File: config.mk
export PLATFORM = sky130hd
export DESIGN_NAME = aesl_deadlock_watchdog_flat
export DESIGN_NICKNAME = d
export VERILOG_FILES = /design/src/rtl/aesl_deadlock_pkg.sv /design/src/rtl/aesl_deadlock_watchdog_if.sv /design/src/rtl/aesl_sat_counter.sv /design/src/rtl/aesl_deadlock_watchdog.sv /design/src/flat_wrapper.sv
export SDC_FILE = /design/constraint.sdc
export NUM_CORES = 1
export LEC_CHECK = 0
export ABC_CLOCK_PERIOD_IN_PS = 2400
export BUFFER_PORTS_ARGS = -buffer_cell sky130_fd_sc_hd__buf_2
export CAP_MARGIN = 10
export CORE_AREA = 3 3 89 107
export CTS_BUF_LIST = sky130_fd_sc_hd__clkbuf_16
export CTS_CLUSTER_SIZE = 8
export DETAILED_ROUTE_END_ITERATION = 10
export DIE_AREA = 0 0 92 110
export GPL_ROUTABILITY_DRIVEN = 0
export PLACE_DENSITY = 0.8
export SYNTH_ARGS = -nofsm -noshare
export SYNTH_HDL_FRONTEND = slang
export SYNTH_SLANG_ARGS = --single-unit
File: constraint.sdc
create_clock -name clock -period 2.4 [get_ports clock]
set_clock_uncertainty 0.05 [all_clocks]
set_input_delay 0 -clock clock [delete_from_list [all_inputs] [get_ports clock]]
set_output_delay 0 -clock clock [all_outputs]
set_load 0.1 [all_outputs]
File: src/rtl/aesl_deadlock_pkg.sv
// aesl_deadlock_pkg: shared types and constants for the AESL deadlock watchdog
package aesl_deadlock_pkg;
  localparam int unsigned AXIS_INFO_W = 2;
  localparam int unsigned DEF_NUM_AXIS = 2;
  localparam int unsigned DEF_STAMP_W = 32;
  typedef enum logic [1:0] {IDLE, SUSPECT, CONFIRMED, DONE} wd_state_e;
  typedef struct packed {
    logic [AXIS_INFO_W*DEF_NUM_AXIS-1:0] info;
    logic [DEF_STAMP_W-1:0]              stamp;
  } report_t;
endpackage

File: src/rtl/aesl_deadlock_watchdog_if.sv
// aesl_deadlock_watchdog_if: report valid/ready channel from watchdog to reporter
interface aesl_deadlock_watchdog_if
  import aesl_deadlock_pkg::*;
#(
  parameter int unsigned NUM_AXIS = DEF_NUM_AXIS,
  parameter int unsigned STAMP_W  = DEF_STAMP_W
);
  logic                            report_valid;
  logic                            report_ready;
  logic [AXIS_INFO_W*NUM_AXIS-1:0] report_info;
  logic [STAMP_W-1:0]              report_stamp;
  modport master (output report_valid, report_info, report_stamp, input report_ready);
  modport slave (input report_valid, report_info, report_stamp, output report_ready);
endinterface

File: src/rtl/aesl_sat_counter.sv
// aesl_sat_counter: up-counter that sticks at MAX; clr wins over inc
module aesl_sat_counter #(
  parameter int unsigned W   = 8,
  parameter logic [W-1:0] MAX = '1
) (
  input  logic         clock,
  input  logic         reset_n,
  input  logic         inc,
  input  logic         clr,
  output logic [W-1:0] cnt
);
  logic [W-1:0] cnt_q, cnt_d;
  always_comb cnt_d = clr ? '0 : (inc && cnt_q != MAX) ? cnt_q + W'(1) : cnt_q;
  always_ff @(posedge clock or negedge reset_n)
    if (!reset_n) cnt_q <= '0;
    else cnt_q <= cnt_d;
  assign cnt = cnt_q;
endmodule

File: src/rtl/aesl_deadlock_watchdog.sv
// aesl_deadlock_watchdog: qualifies the monitor's block flag and issues one report per episode.
// Define AESL_DEADLOCK_HIST_EN to add the transient_cnt abort counter output.
module aesl_deadlock_watchdog
  import aesl_deadlock_pkg::*;
#(
  parameter int unsigned NUM_AXIS  = 2,
  parameter int unsigned THRESHOLD = 1024,
  parameter int unsigned STAMP_W   = 32
) (
  input  logic                            clock,
  input  logic                            reset_n,
  input  logic                            block,
  input  logic [AXIS_INFO_W*NUM_AXIS-1:0] axis_block_info,
  input  logic                            clear,
  aesl_deadlock_watchdog_if.master        rpt,
`ifdef AESL_DEADLOCK_HIST_EN
  output logic [15:0]                     transient_cnt,
`endif
  output logic                            deadlock
);
  localparam int unsigned INFO_W = AXIS_INFO_W * NUM_AXIS;
  localparam int unsigned CNT_W = $clog2(THRESHOLD + 1);
  localparam logic [CNT_W-1:0] HIT_AT = CNT_W'(THRESHOLD - 1);
  typedef struct packed {
    logic [INFO_W-1:0]  info;
    logic [STAMP_W-1:0] stamp;
  } rpt_t;
  wd_state_e          state_q, state_d;
  logic [CNT_W-1:0]   run;
  logic               run_inc, run_clr, hit, confirm;
  logic [INFO_W-1:0]  acc_q, acc_d;
  logic [STAMP_W-1:0] stamp_q, onset_q, onset_d;
  rpt_t               rpt_q, rpt_d;
  logic               valid_q, valid_d, dl_q, dl_d;
  aesl_sat_counter #(.W(CNT_W), .MAX(CNT_W'(THRESHOLD))) u_run (
    .clock, .reset_n, .inc(run_inc), .clr(run_clr), .cnt(run)
  );
  // run is 0 in IDLE, so the same compare covers THRESHOLD==1 straight from IDLE
  assign hit = run == HIT_AT;
  always_comb begin
    state_d = state_q;
    acc_d   = acc_q;
    onset_d = onset_q;
    run_inc = 1'b0;
    run_clr = 1'b0;
    if (clear) begin
      state_d = IDLE;
      acc_d   = '0;
      run_clr = 1'b1;
    end else begin
      case (state_q)
        IDLE, SUSPECT:
          if (block) begin
            run_inc = 1'b1;
            acc_d   = (state_q == SUSPECT ? acc_q : '0) | axis_block_info;
            onset_d = state_q == IDLE ? stamp_q : onset_q;
            state_d = hit ? CONFIRMED : SUSPECT;
          end else begin
            state_d = IDLE;
            acc_d   = '0;
            run_clr = 1'b1;
          end
        CONFIRMED: state_d = (valid_q && rpt.report_ready) ? DONE : CONFIRMED;
        default: ;
      endcase
    end
    confirm = state_d == CONFIRMED && state_q != CONFIRMED;
    rpt_d   = confirm ? '{info: acc_d, stamp: onset_d} : rpt_q;
    valid_d = state_d == CONFIRMED;
    dl_d    = state_d == CONFIRMED || state_d == DONE;
  end
  always_ff @(posedge clock or negedge reset_n)
    if (!reset_n) begin
      state_q <= IDLE;
      acc_q   <= '0;
      stamp_q <= '0;
      onset_q <= '0;
      rpt_q   <= '0;
      valid_q <= 1'b0;
      dl_q    <= 1'b0;
    end else begin
      state_q <= state_d;
      acc_q   <= acc_d;
      stamp_q <= stamp_q + STAMP_W'(1);
      onset_q <= onset_d;
      rpt_q   <= rpt_d;
      valid_q <= valid_d;
      dl_q    <= dl_d;
    end
  assign rpt.report_valid = valid_q;
  assign rpt.report_info  = rpt_q.info;
  assign rpt.report_stamp = rpt_q.stamp;
  assign deadlock         = dl_q;
`ifdef AESL_DEADLOCK_HIST_EN
  logic abort;
  assign abort = state_q == SUSPECT && !block && !clear;
  aesl_sat_counter #(.W(16), .MAX(16'hFFFF)) u_hist (
    .clock, .reset_n, .inc(abort), .clr(1'b0), .cnt(transient_cnt)
  );
`endif
endmodule
File: src/flat_wrapper.sv
// flat-port wrapper written by rule: the top's interface ports become plain ports
module aesl_deadlock_watchdog_flat import aesl_deadlock_pkg::*;
#(
  parameter int unsigned NUM_AXIS  = 2,
  parameter int unsigned THRESHOLD = 1024,
  parameter int unsigned STAMP_W   = 32
)
  (clock, reset_n, block, axis_block_info, clear, deadlock, rpt_report_valid, rpt_report_info, rpt_report_stamp, rpt_report_ready);
  aesl_deadlock_watchdog_if #(.NUM_AXIS(NUM_AXIS), .STAMP_W(STAMP_W)) rpt_i ();
  input  logic clock;
  input  logic reset_n;
  input  logic block;
  input  logic [AXIS_INFO_W*NUM_AXIS-1:0] axis_block_info;
  input  logic clear;
  output logic deadlock;
  output wire logic [$bits(rpt_i.report_valid)-1:0] rpt_report_valid;
  output wire logic [$bits(rpt_i.report_info)-1:0] rpt_report_info;
  output wire logic [$bits(rpt_i.report_stamp)-1:0] rpt_report_stamp;
  input wire logic [$bits(rpt_i.report_ready)-1:0] rpt_report_ready;
  assign rpt_report_valid = rpt_i.report_valid;
  assign rpt_report_info = rpt_i.report_info;
  assign rpt_report_stamp = rpt_i.report_stamp;
  assign rpt_i.report_ready = rpt_report_ready;
  aesl_deadlock_watchdog #(.NUM_AXIS(NUM_AXIS), .THRESHOLD(THRESHOLD), .STAMP_W(STAMP_W)) u_core (.clock(clock), .reset_n(reset_n), .block(block), .axis_block_info(axis_block_info), .clear(clear), .rpt(rpt_i), .deadlock(deadlock));
endmodule
## Word-level counts from Yosys, hierarchy flattened

Index checks and enable logic that the tools add are counted.

- Output and inout port bits: 38
- Bits of input ports: 9
- Word-level logic and storage cells: 47
- Flip-flop bits (word level): 119

- Eq/ne operators: 7
- Add/subtract/negate cells: 2
- Reductions and logical operators: 7
- Bitwise gates (word level): 1
- Mux-type cells: 21

Operator list:

| kind | count |
|---|---|
| 32-bit 2-to-1 mux | 4 |
| 32-bit by 1-bit adder with 32-bit output (second input constant) | 1 |
| 11-bit 2-to-1 mux | 2 |
| 4-bit 2-to-1 mux | 4 |
| 11-bit by 1-bit adder with 11-bit output (second input constant) | 1 |
| 11-bit by 10-bit equality test with 1-bit output (second input constant) | 1 |
| 11-bit != test (second input constant) | 1 |
| 1-bit 2-to-1 mux | 7 |
| 2-bit equality test (second input constant) | 3 |
| 2-bit 2-to-1 mux | 3 |
| 4-bit OR | 1 |
| 2-bit one-hot mux with 2 select lines | 1 |
| 1-bit logical AND | 3 |
| 2-bit by 1-bit equality test with 1-bit output (second input constant) | 1 |
| 2-bit zero test | 1 |
| 2-bit != test (second input constant) | 1 |
| 2-bit nonzero test | 1 |
| 2-bit OR reduction | 1 |
| 1-bit logical OR | 1 |

## Logic depth before layout (Yosys ltp)

Gate-level depths: netlist of run 1.

- Word-level depth: 7
- Gate-level depth with buffers: 7

## Hierarchy

A second synthesis of run 1 with hierarchy kept.

- Cells, all modules: 380
- Area, all modules: 5347.6 µm²

By module, submodules not included:

| module | area an instance (µm²) | sequential area each (µm²) | cells each | times used |
|---|---|---|---|---|
| aesl_deadlock_watchdog | 4698.3 | 2702.6 | 311 | 1 |
| aesl_sat_counter | 649.4 | 275.3 | 69 | 1 |

## Worst setup path before layout of run 1

No wires, ideal clock.

- Path type: register to register
- Start: register u_core.state_q[1]
- End: register u_core.rpt_q (netlist bit u_core.rpt.report_stamp[26])
- Setup time: 0.128 ns
- Buffers on the path: 2
- Period minus slack after synthesis: 1.906 ns
- Cell stages (with the launch flop): 6
- Data arrival time: 1.728 ns
- Path slack: 0.494 ns
- Required time: 2.222 ns
- Path through: dfrtp_1 > buf_2 > nor4_4 > buf_6 > mux2_2 > mux2_1

- Elaborated cells between the ends (all ways): 13

RTL lines:

| item | line | RTL |
|---|---|---|
| start, declared | aesl_deadlock_watchdog.sv:28 | `wd_state_e state_q, state_d;` |
| start signal, assigned | aesl_deadlock_watchdog.sv:82 | `state_q <= state_d;` |
| 2-bit zero test | aesl_deadlock_watchdog.sv:51, aesl_deadlock_watchdog.sv:56 |  |
| 32-bit 2-to-1 mux | aesl_deadlock_watchdog.sv:56 | `onset_d = state_q == IDLE ? stamp_q : onset_q;` |
| 32-bit 2-to-1 mux | aesl_deadlock_watchdog.sv:53 | `if (block) begin` |
| 32-bit 2-to-1 mux (*) | aesl_deadlock_watchdog.sv:51 | `case (state_q)` |
| 32-bit 2-to-1 mux (*) | aesl_deadlock_watchdog.sv:46 | `if (clear) begin` |
| named net u_core.onset_d[26] | aesl_deadlock_watchdog.sv:32 | `logic [STAMP_W-1:0] stamp_q, onset_q, onset_d;` |
| end signal, assigned | aesl_deadlock_watchdog.sv:86 | `rpt_q <= rpt_d;` |
| end, declared | aesl_deadlock_watchdog.sv:33 | `rpt_t rpt_q, rpt_d;` |

The timed path passes the listed nets; every way through them passes the cells marked *.
A chain may end at the register's enable or synchronous reset.

## Worst setup path after layout of run 1

- Start: register u_core.u_run.cnt_q[0], in the netlist u_core.u_run.cnt[0]
- End: register u_core.rpt_q (netlist bit u_core.rpt.report_stamp[12])

- Cells in the longest elaborated chain, start to end: 7

Ends and longest elaborated chain:

| item | line | RTL |
|---|---|---|
| start, declared | aesl_sat_counter.sv:12 | `logic [W-1:0] cnt_q, cnt_d;` |
| start signal, assigned | aesl_sat_counter.sv:16 | `else cnt_q <= cnt_d;` |
| 11-bit by 10-bit equality test with 1-bit output | aesl_deadlock_watchdog.sv:39 | `assign hit = run == HIT_AT;` |
| 2-bit 2-to-1 mux | aesl_deadlock_watchdog.sv:57 | `state_d = hit ? CONFIRMED : SUSPECT;` |
| 2-bit 2-to-1 mux | aesl_deadlock_watchdog.sv:53 |  |
| 2-bit one-hot mux with 2 select lines | aesl_deadlock_watchdog.sv:51 |  |
| 2-bit 2-to-1 mux | aesl_deadlock_watchdog.sv:46 |  |
| 2-bit equality test | aesl_deadlock_watchdog.sv:67 | `confirm = state_d == CONFIRMED && state_q != CONFIRMED;` |
| 1-bit logical AND | aesl_deadlock_watchdog.sv:67 |  |

Every way passes these cells.

==> results of run 1 <==
==> worst min path at each step <==
| stage | depth (start not counted) | endpoint | slack, ps | startpoint |
|---|---|---|---|---|
| 6_report | 4 | u_core.acc_q[3] | 30 | axis_block_info[3] |
| 5_1_grt | 4 | u_core.acc_q[0] | 20 | axis_block_info[0] |
| 4_1_cts | 4 | u_core.acc_q[0] | 0.7 | axis_block_info[0] |
| 3_5_place_dp | 1 | u_core.onset_q[15] | 90 | reset_n |
| 3_3_place_gp | 1 | u_core.rpt.report_stamp[16] | 80 | reset_n |
| 2_1_floorplan | 0 | u_core.acc_q[0] | -350 | reset_n |
==> metal layers <==
| metal | track usage, % | part of all wire [%] | vias up |
|---|---|---|---|
| li1 | - | - | 1459 |
| met3 | 6.86 | 4.4 | 19 |
| met5 | 0 | 0 | - |
| met2 | 33.7 | 50 | 86 |
| met1 | 24.8 | 43 | 1571 |
| met4 | 9.13 | 1.9 | 0 |
==> worst max-delay path, cell delays in order, from the launching register on <==
cell,delay [ps]
dfrtp_1,390
ha_1,240
nand4b_1,160
nor3_1,270
and3b_2,260
buf_12,230
mux2_1,360
==> cell type report <==
cell class                 instances  share of cell area [%]
clock buffer                      17                    7.17
clock inverter                    13                    1.94
inverter                           8                   0.506
multi-input combinational        238                    32.0
sequential                       119                    50.2
tap                              117                    2.47
timing repair buffer              54                    5.73
==> synth_stat cells, types with 3 or more instances <==
cell     count
and3_1       7
mux2_1      31
dfrtp_1    119
xor2_1       8
and2_1       6
mux2_2      37
ha_1         3
xnor2_1     28
buf_6        6
or3_1        3
inv_1        7
o21ai_0      6
nor4_4       3
nand4_1     12
nor2_1      15
nand2_1     20
a21oi_1      9
nor2b_1      4
nand3_1     20
nand4_2      3
nor4_1       6
==> power by group <==
part / internal [mW] / switching (mW)
clock network: 1.49 / 0.841
registers: 2.03 / 0.00801
logic: 0.0431 / 0.0757
==> flip-flops by register name, summed over array words and instances, names as in the netlist <==
name,flops
u_core.acc_q,4
u_core.deadlock,1
u_core.onset_q,32
u_core.rpt.report_info,4
u_core.rpt.report_stamp,32
u_core.rpt.report_valid,1
u_core.stamp_q,32
u_core.state_q,2
u_core.u_run.cnt,11
==> stage by stage <==
step                      instances  setup WS (ps)
after floorplan                 376            494
after global placement          532            476
after detailed placement        532            418
after CTS                       566            307
after global routing            566            206
final                           566            298
==> logic make-up after synthesis <==
family | Yosys count
compound gates | 21
xor+xnor | 36
fa+ha+maj | 3
buf+inv | 19
flops | 119
mux | 68
simple gates | 110
==> out/qor.csv, run 1 <==
metric;value;unit
core_area;8610;sq um
syn_area;5000;sq um
regArea;2980;sq um
holdBufCountCts;4;
rows;37;
synthAdderAreaFrac;0.751;%
place_hpwl;5970;microns
powerDensity;755;nW/um^2
ys_seq_area_share;59.5;%
die_area;10100;sq um
r2r_cells;6;
hp-class;in -> reg;
critPathLaunch;u_core.u_run.cnt[0];
syn-instance-count;376;
grt_max_degree;65;
ios;47;
crit_end;u_core.rpt.report_stamp[12];
grt_overflow_total;0;
synth-edff-count;0;
fmax;476;MHz
via_per_inst;5.54;
clock_path_buffers;2;
cts.clk_slew.worst_paths;50;ps
post_cts.resized_instances;0;
htree_levels;4;
wl_per_cell;16.5;microns
drt_iter0_markers;200;
synth_top_family_by_area;multiplexers;
synth-xor-area-share;6.30;%
ys_ff_latch;119;
fillCellCount;617;
fin_setup_tns;0;ps
start_kind;register;
post-route-period-util;87.6;%
synth.avg_cell_area;13.3;sq um
port_buffers;46;
final_common_cell;dfrtp_1;
clock-sinks;119;
ys_types;37;
async_flop_share;100;%
postCtsSetupBuffers;0;
final-setup-viol-count;0;
timing.hold.ws;27.2;ps
dr_total_vias;3135;
synthTopCellsByArea;dfrtp_1 60%, mux2_2 8.3%, mux2_1 7.0%;
final_antenna_net_count;0;
vdd_ir_drop_max;0.537;mV
cts_tree;yes;
grt_usage;20.5;%
antenna_found_initial;0;
initial_utilization;58.1;%
final_nets;450;
mostFrequentLayoutCells;119 x dfrtp_1, 45 x buf_2, 37 x mux2_2;
rsz0062_at_grt;false;
ys.flop_type;dfrtp_1;
yosysTopAreaCell;dfrtp_1;
r2r_end;u_core.rpt.report_stamp[12];
slew_viol_final;0;
crit_fanout;36;
r2r-start;u_core.u_run.cnt[0];
cts_buffers;17;
status;completed;
multi_input_area;1900;sq um
power;4.48;mW
period_minus_slack;2100;ps
synthMuxAreaShare;15.3;%
antenna_cells;0;
final_layout_size_suffix_gt1_share;27.6;%
grt_pass1_wl;15900;microns
crit_required;2630;ps
tightest_slew;805;ps
syn_nets;388;
slew_headroom;46.3;%
yosys.area.top_type_share;59.5;%
drc;0;
synth_simple_gate_area_share;13.2;%
synth_compound_area_share;2.45;%
syn2layout_area_growth;18.7;%
stdcell_area;5940;sq um
dieWidth;92;microns
ys.warnings.count;0;
worstSetupPathType;reg -> reg;
die_h;110;microns
ff2ff_setup_slack;300;ps
cts-root-buf;clkbuf_16;
fin_util;68.9;%
finalHoldViolCount;0;
post_dp_cell_area;5360;sq um
wl;9370;microns
arrival;2330;ps
clk-insertion-delay-late;410;ps
end_kind;register;
grt_pass1_vias;3349;
power.leakage;2.96;nW
maxCapViolations;0;
first_pass_iters;4;
Note: power is estimated with default switching activity, not from simulation.
==> run 2, diff against run 1 <==
CORE_AREA = 3 3 120 146   (was 3 3 89 107)
DIE_AREA = 0 0 123 149   (was 0 0 92 110)
PLACE_DENSITY = 0.49   (was 0.8)
==> out/qor.csv, run 2 (synthesized netlist as in run 1, its figures left out) <==
metric;value;unit
status;completed;
final_layout_size_suffix_gt1_share;27.4;%
rsz0062_at_grt;false;
maxCapViolations;0;
timing.hold.ws;95.7;ps
post_cts.resized_instances;0;
seqPwrFrac;45.3;%
powerDensity;734;nW/um^2
r2r_end;u_core.rpt.report_stamp[0];
crit_fanout;22;
slew_headroom;57.2;%
period_minus_slack;1990;ps
htree_levels;4;
busiest_layer;met2;
wl_per_cell;14.3;microns
clock-sinks;119;
met3_usage;3.49;%
via_per_inst;4.70;
p_switching;0.925;mW
grt_overflow_total;0;
dr_total_vias;3142;
hp-class;in -> async;
syn2layout_area_growth;22.2;%
cts_tree;yes;
core_area;16100;sq um
final_nets;457;
max_stage_delay;380;ps
crit_required;2640;ps
die_area;18300;sq um
vdd_ir_drop_max;0.365;mV
cts.clk_slew.worst_paths;50;ps
arrival;2230;ps
drt_iter0_markers;112;
start_kind;register;
die_h;149;microns
clock_path_buffers;2;
place_hpwl;6470;microns
r2r-start;u_core.u_run.cnt[1];
antenna_cells;0;
power;4.49;mW
grt_util_met1;14.0;%
cp_slowest_cell;dfrtp_1;
finalHoldViolCount;0;
slew_viol_final;0;
antenna_found_initial;0;
grt_usage;11.6;%
clk-insertion-delay-late;400;ps
final_common_cell;dfrtp_1;
fin_setup_tns;0;ps
r2r_cells;6;
drc;0;
grt_max_degree;60;
postCtsSetupBuffers;0;
cts-root-buf;clkbuf_16;
port_buffers;46;
initial_utilization;31.0;%
p_sw_share;20.6;%
final-setup-viol-count;0;
first_pass_iters;4;
p_int;3.56;mW
grt_pass1_wl;16600;microns
wl;9540;microns
dieWidth;123;microns
fin_util;37.9;%
tightest_slew;641;ps
fmax;503;MHz
comb_power_share;2.8;%
met2_usage;19.0;%
rows;51;
place_ws;425;ps
worstSetupPathType;reg -> reg;
power.leakage;2.99;nW
crit_chain;ha_1 > nand4b_1 > nor3_1 > and3b_2 > buf_4 > mux2_2;
mostFrequentLayoutCells;119 x dfrtp_1, 45 x buf_2, 37 x mux2_2;
end_kind;register;
post-route-period-util;82.8;%
final_antenna_net_count;0;
cts_buffers;17;
finalWorstSetupSlack;413;ps
ff2ff_setup_slack;410;ps
ios;47;
fillCellCount;1588;
grt_pass1_vias;3346;
clockPowerShare;51.9;%
run 2: changes by cell type in the layout (fill, tap and decap cells not counted):
cell | before | now
dlygate4sd3_1 | 4 | 9
buf_4 | 2 | 5
clkinv_2 | 7 | 5
clkinvlp_4 | 0 | 2
inv_1 | 7 | 9
buf_12 | 3 | 2
clkinv_4 | 1 | 0
run 2: timing repair:
item | 4_1_cts | 5_1_grt
hold buffers | 9 | 0
endpoints found under the setup margin | 0 | 0
hold endpoints to repair | 50 | 0
run 2: per-stage QoR:
stage                     cells  cell area [sq um]
after floorplan             376               5000
after global placement      629               5480
after detailed placement    629               5480
after CTS                   669               6110
after global routing        669               6110
final                       669               6110
run 2: worst max path at each step:
stage	from	endpoint	slack, ps	cells after the start
3_5_place_dp	u_core.u_run.cnt[1]	u_core.rpt.report_stamp[0]	430	6
2_1_floorplan	u_core.state_q[1]	u_core.rpt.report_stamp[26]	490	5
6_report	u_core.u_run.cnt[1]	u_core.rpt.report_stamp[0]	410	6
4_1_cts	u_core.u_run.cnt[0]	u_core.rpt.report_stamp[0]	410	6
5_1_grt	u_core.stamp_q[0]	u_core.stamp_q[30]	250	5
3_3_place_gp	u_core.state_q[1]	u_core.rpt.report_stamp[14]	450	4
run 2: critical path, delay by kind of cell, from the launching register on:
family	cells	cell delay, ps
adders and majority gates	1	210
muxes	1	380
and+or+nand+nor	3	550
buffers and inverters	1	300
DFF	1	380
run 2: power by group through the flow:
stage               logic [mW]  clock network (mW)  registers, mW
floorplan               0.0542                   0           2.07
global placement         0.120                   0           2.07
detailed placement       0.121                   0           2.07
CTS                      0.132                2.40           2.03
global route             0.144                2.48           2.03
finish                   0.126                2.33           2.03
run 2: metal layers:
metal  wire length [microns]  up-vias
met2                    4800       52
li1                        -     1474
met5                       0        -
met4                     187        0
met1                    4240     1604
met3                     312       12
run 2: area by class of cell:
| cell class | count | area (sq um) | area share [%] |
|---|---|---|---|
| repair buffers | 61 | 393 | 6.43 |
| flip-flops and latches | 119 | 2980 | 48.7 |
| well taps | 212 | 265 | 4.34 |
| multi-input cells | 238 | 1900 | 31.1 |
| clock inverters | 14 | 119 | 1.94 |
| inverters | 8 | 30.0 | 0.491 |
| clock buffers | 17 | 425 | 6.96 |
